**src/rtl/dram_wbl_write_seq.sv**
```systemverilog
// Row write sequencer for the DRAM CIM macro: precharge, then 16 column beats
// of setup/write/hold, ending with a one-cycle wr_done pulse.
module dram_wbl_write_seq #(
    parameter int T_PRE   = 2,
    parameter int T_SETUP = 1,
    parameter int T_WE    = 2,
    parameter int T_HOLD  = 1
) (
    input  logic        CLK,
    input  logic        RSTn,
    input  logic        IO_EN,
    input  logic [5:0]  ADDR,
    input  logic [63:0] WBL_DATA1,
    input  logic [63:0] WBL_DATA2,
    input  logic [63:0] WBL_DATA3,
    input  logic [63:0] WBL_DATA4,
    input  logic [63:0] WBL_DATA5,
    input  logic [63:0] WBL_DATA6,
    input  logic [63:0] WBL_DATA7,
    input  logic [63:0] WBL_DATA8,
    input  logic [63:0] WBL_DATA9,
    input  logic [63:0] WBL_DATA10,
    input  logic [63:0] WBL_DATA11,
    input  logic [63:0] WBL_DATA12,
    input  logic [63:0] WBL_DATA13,
    input  logic [63:0] WBL_DATA14,
    input  logic [63:0] WBL_DATA15,
    input  logic [63:0] WBL_DATA16,
    output logic        wr_done,
    output logic        BUSY,
    output logic [5:0]  WL_ADDR,
    output logic        WL_EN,
    output logic        PRE,
    output logic [3:0]  COL_SEL,
    output logic [63:0] WBL,
    output logic        WE,
    output logic        ERR_OVERRUN
);

    localparam int M1   = (T_PRE > T_SETUP) ? T_PRE : T_SETUP;
    localparam int M2   = (T_WE > T_HOLD) ? T_WE : T_HOLD;
    localparam int MAXP = (M1 > M2) ? M1 : M2;
    localparam int CW   = $clog2(MAXP) + 1;

    localparam logic [CW-1:0] L_PRE   = CW'(T_PRE - 1);
    localparam logic [CW-1:0] L_SETUP = CW'(T_SETUP - 1);
    localparam logic [CW-1:0] L_WE    = CW'(T_WE - 1);
    localparam logic [CW-1:0] L_HOLD  = CW'(T_HOLD - 1);

    typedef enum logic [2:0] {
        S_IDLE, S_PRE, S_SETUP, S_WRITE, S_HOLD, S_DONE
    } state_t;

    state_t        state_q, state_d;
    logic [CW-1:0] cnt_q, cnt_d;
    logic [3:0]    beat_q, beat_d;
    logic [5:0]    addr_q, addr_d;
    logic [63:0]   data_q [16];
    logic [63:0]   data_d [16];
    logic          err_q, err_d;
    logic          done_q, done_d;
    logic          busy_q, busy_d;
    logic          wl_en_q, wl_en_d;
    logic          pre_q, pre_d;
    logic          we_q, we_d;
    logic [3:0]    col_sel_q, col_sel_d;
    logic [63:0]   wbl_q, wbl_d;

    always_comb begin
        state_d = state_q;
        cnt_d   = cnt_q;
        beat_d  = beat_q;
        addr_d  = addr_q;
        data_d  = data_q;
        err_d   = err_q | (IO_EN && (state_q != S_IDLE));

        case (state_q)
            S_IDLE: begin
                if (IO_EN) begin
                    state_d    = S_PRE;
                    cnt_d      = L_PRE;
                    beat_d     = 4'd0;
                    addr_d     = ADDR;
                    data_d[0]  = WBL_DATA1;
                    data_d[1]  = WBL_DATA2;
                    data_d[2]  = WBL_DATA3;
                    data_d[3]  = WBL_DATA4;
                    data_d[4]  = WBL_DATA5;
                    data_d[5]  = WBL_DATA6;
                    data_d[6]  = WBL_DATA7;
                    data_d[7]  = WBL_DATA8;
                    data_d[8]  = WBL_DATA9;
                    data_d[9]  = WBL_DATA10;
                    data_d[10] = WBL_DATA11;
                    data_d[11] = WBL_DATA12;
                    data_d[12] = WBL_DATA13;
                    data_d[13] = WBL_DATA14;
                    data_d[14] = WBL_DATA15;
                    data_d[15] = WBL_DATA16;
                end
            end
            S_PRE: begin
                if (cnt_q == '0) begin
                    state_d = S_SETUP;
                    cnt_d   = L_SETUP;
                end else begin
                    cnt_d = cnt_q - CW'(1);
                end
            end
            S_SETUP: begin
                if (cnt_q == '0) begin
                    state_d = S_WRITE;
                    cnt_d   = L_WE;
                end else begin
                    cnt_d = cnt_q - CW'(1);
                end
            end
            S_WRITE: begin
                if (cnt_q == '0) begin
                    state_d = S_HOLD;
                    cnt_d   = L_HOLD;
                end else begin
                    cnt_d = cnt_q - CW'(1);
                end
            end
            S_HOLD: begin
                if (cnt_q == '0) begin
                    if (beat_q == 4'd15) begin
                        state_d = S_DONE;
                        cnt_d   = '0;
                    end else begin
                        state_d = S_SETUP;
                        cnt_d   = L_SETUP;
                        beat_d  = beat_q + 4'd1;
                    end
                end else begin
                    cnt_d = cnt_q - CW'(1);
                end
            end
            S_DONE: begin
                state_d = S_IDLE;
            end
            default: begin
                state_d = S_IDLE;
            end
        endcase
    end

    // Outputs are decoded from the next state so they register alongside it.
    always_comb begin
        pre_d     = (state_d == S_PRE);
        wl_en_d   = (state_d == S_SETUP) || (state_d == S_WRITE) || (state_d == S_HOLD);
        we_d      = (state_d == S_WRITE);
        done_d    = (state_d == S_DONE);
        busy_d    = (state_d != S_IDLE);
        col_sel_d = wl_en_d ? beat_d : 4'd0;
        wbl_d     = wl_en_d ? data_q[beat_d] : 64'd0;
    end

    always_ff @(posedge CLK or negedge RSTn) begin
        if (!RSTn) begin
            state_q   <= S_IDLE;
            cnt_q     <= '0;
            beat_q    <= 4'd0;
            addr_q    <= 6'd0;
            err_q     <= 1'b0;
            done_q    <= 1'b0;
            busy_q    <= 1'b0;
            wl_en_q   <= 1'b0;
            pre_q     <= 1'b0;
            we_q      <= 1'b0;
            col_sel_q <= 4'd0;
            wbl_q     <= 64'd0;
            for (int i = 0; i < 16; i++) data_q[i] <= 64'd0;
        end else begin
            state_q   <= state_d;
            cnt_q     <= cnt_d;
            beat_q    <= beat_d;
            addr_q    <= addr_d;
            err_q     <= err_d;
            done_q    <= done_d;
            busy_q    <= busy_d;
            wl_en_q   <= wl_en_d;
            pre_q     <= pre_d;
            we_q      <= we_d;
            col_sel_q <= col_sel_d;
            wbl_q     <= wbl_d;
            data_q    <= data_d;
        end
    end

    assign wr_done     = done_q;
    assign BUSY        = busy_q;
    assign WL_ADDR     = addr_q;
    assign WL_EN       = wl_en_q;
    assign PRE         = pre_q;
    assign COL_SEL     = col_sel_q;
    assign WBL         = wbl_q;
    assign WE          = we_q;
    assign ERR_OVERRUN = err_q;

endmodule

```
**config.mk**
```make
export PLATFORM = sky130hd
export DESIGN_NAME = dram_wbl_write_seq
export DESIGN_NICKNAME = d
export VERILOG_FILES = /design/src/rtl/dram_wbl_write_seq.sv
export SDC_FILE = /design/constraint.sdc
export NUM_CORES = 2
export LEC_CHECK = 0
export BUFFER_PORTS_ARGS = -buffer_cell sky130_fd_sc_hd__buf_2
export CAP_MARGIN = 20
export CORE_AREA = 2 2 435 437
export DETAILED_ROUTE_END_ITERATION = 7
export DIE_AREA = 0 0 437 439
export GPL_ROUTABILITY_DRIVEN = 0
export SLEW_MARGIN = 30
export SYNTH_ARGS = -nofsm -noshare
export SYNTH_HDL_FRONTEND = slang
export SYNTH_SLANG_ARGS = --single-unit
```
**constraint.sdc**
```tcl
create_clock -name CLK -period 7.9 [get_ports CLK]
set_input_delay 1.58 -clock CLK [delete_from_list [all_inputs] [get_ports CLK]]
set_output_delay 1.58 -clock CLK [all_outputs]
set_load 0.05 [all_outputs]
```
==> metrics.cfg <==
[final_layout]
drive_gt1_share_pct = 56.6
utilization_pct = 32.9
nNetsFinal = 5458
n_fill_cell = 18700
syn_to_final_growth_pct = 27.2
mostFrequentLayoutCells = dfrtp_1 (1113), buf_2 (1111), mux2_2 (1033)
final_common_cell = dfrtp_1

[drt]
vias = 34500
avgViaCountPerCell = 4.86
antenna_left = 0
drc = 0
wl_per_cell_um = 27.5
wl_um = 196000
firstDrtPassIters = 6
drtIter0Drc = 3084

[critical_path]
worstPathMaxFanout = 140
worstSetupPathType = input pin to register
startpoint_type = input pin
cpPeakStageDelay_ns = 0.68
cp.buffers_inverters = 4
cp_cell_sequence = buf_2 > and3_4 > buf_12 > buf_12 > buf_16 > mux2_2
end_kind = register
critPathSlowestCell = and3_4
cp.required_ns = 8.57
crit_top_cell = buf_12
cp_top_family = buffers and inverters
arrival_ns = 4.82

[die]
fp.coreArea_mm2 = 0.187
die_area_mm2 = 0.192
ios = 1113
start_util_pct = 25.9
die_h_um = 439
rows = 159
die_w_um = 437

[clock_tree]
cts_max_path_buffers = 3
clk_pin_slew_ns = 0.06
postCtsHoldBufs = 0
clk_latency_ns = 0.81
cts_tree = done
root_buffer = clkbuf_16
h-tree-depth = 4
cts_buffers = 133
cts_resized = 0
postCtsSetupRepairBufs = 0
clock_sinks = 1113

[synthesis]
async_flop_share_pct = 100
synth_area_mm2 = 0.0484
synth.distinct_cells = 54
ys_ff_latch = 1113
yosys_warnings = 0
synth-main-ff-cell = dfrtp_1
synth_edf_count = 0
syn_nets = 4391
syn-instance-count = 3357
avgSynthCellArea_um2 = 14.4
yosysSeqAreaShare_pct = 57.6

[timing]
min_period_over_period_pct = 52.5
worst_pin_slew_ns = 0.988
period_minus_slack_ns = 4.15
timing.fmax_ghz = 0.241
whs_ns = 0.466
report.final.hold_viol_count = 0
finalSetupViolCount = 0
slew_viol_final = 0
worst_slack_ns = 3.75
maxSlewHeadroom_pct = 34.1
rsz0062_at_grt = false
fin_skew_ns = 0.0420
fin_tns_setup_ns = 0

[placed_design]
io_buffers = 1112
dp_hpwl_um = 147000
post-place-ws_ns = 3.00

[global_route]
grt_pass1_vias = 35100
grt_pass1_wl_um = 269000
overflow = 0
grt_max_degree = 166
antenna_found_initial = 142
gr-usage-all-layers_pct = 19.8

[power_and_ir_drop]
power_mw = 26.6
peakVddDrop_uv = 246
leakagePower_nw = 26.8
p_per_area_mw_per_mm2 = 432

[flow_run]
maxCapViolations = 0

[hold_path]
hp-class = register to register

[run_status]
status = finished, final reports clean

-- power by group --
group          total [mW]  switching, mW  leakage [nW]  internal (mW)
clock network        6.43           2.66          2.22           3.76
registers            10.5           1.87          13.2           8.63
logic                9.71           4.75          11.4           4.96
total                26.6           9.28          26.8           17.3
-- logic make-up after synthesis --
kind of cell	synth area share (%)
xor+xnor	0.0181
flops	57.6
fa+ha+maj	0.0258
simple gates	4.73
mux	31.4
buf+inv	2.24
compound gates	4.07
-- synth_stat cells (2+ instances only) --
cell type     n  share of area (%)
a41o_1       62                1.3
a21oi_1       3              0.031
a221oi_1      2              0.036
nand2b_1      2              0.026
a32oi_1      63                1.1
or3b_1        2              0.036
nand3_1     126                1.3
o21ai_0      10               0.10
clkbuf_1    189                1.5
dfrtp_1    1113                 58
and2_1        3              0.039
a31oi_1       2              0.026
o211ai_1      3              0.047
mux2i_1      65                1.3
nand2_1     377                2.9
mux2_2     1033                 24
buf_6        13               0.30
mux4_2      128                6.0
nor3_1        3              0.031
a22o_1       63                1.1
or2_1         2              0.026
o21a_1        3              0.047
buf_4         4              0.062
buf_2        30               0.31
inv_2         3              0.023
nor2_1       17               0.13
inv_1         6              0.047
buf_1         4              0.031
-- flip-flops by register name, summed over array words and instances (netlist names) --
register and flops:
ERR_OVERRUN 1, BUSY 1, PRE 1, WL_ADDR 6, wr_done 1, beat_q 4
COL_SEL 4, WL_EN 1, WBL 64, data_q 1024, cnt_q 2, state_q 3
WE 1
-- worst paths after layout --
| path | startpoint | to | slack (ns) | cells past startpoint |
|---|---|---|---|---|
| min in group asynchronous | RSTn | data_q[839]$_DFFE_PN0P_ | 0.80 | 1 |
| max | IO_EN | data_q[982]$_DFFE_PN0P_ | 3.75 | 6 |
| min | ERR_OVERRUN$_DFF_PN0_ | ERR_OVERRUN$_DFF_PN0_ | 0.47 | 1 |
| min reg2reg | ERR_OVERRUN$_DFF_PN0_ | ERR_OVERRUN$_DFF_PN0_ | 0.47 | 1 |
| max in group asynchronous | RSTn | data_q[807]$_DFFE_PN0P_ | 5.21 | 4 |
| max reg2reg | beat_q[0]$_DFF_PN0_ | WBL[21]$_DFF_PN0_ | 3.79 | 10 |
-- layout make-up --
class                           count  area (um^2)  share of cell area (%)
Sequential cell                  1113        27900                    45.2
Multi-Input combinational cell   1995        19500                    31.7
Timing Repair Buffer             1172         6280                    10.2
Clock buffer                      186         3820                    6.20
Tap cell                         2495         3120                    5.07
Clock inverter                     49          703                    1.14
Antenna cell                       94          235                   0.382
Inverter                            9         46.3                  0.0752
-- routing by layer --
layer | track usage, % | part of all wire (%) | vias to the layer above
met5 | 0 | 0.17 | -
met4 | 11.4 | 4.5 | 52
met3 | 5.87 | 8.2 | 406
met2 | 30.2 | 47 | 1454
met1 | 24.9 | 40 | 18100
li1 | - | - | 14600
-- stage by stage --
step	area, um^2	std cells
after global placement	56700	6779
after CTS	61300	7017
after detailed placement	56800	6782
final	61600	7113
after floorplan	48400	3357
after global routing	61500	7100
No activity file was read; power rests on OpenSTA's default activity.
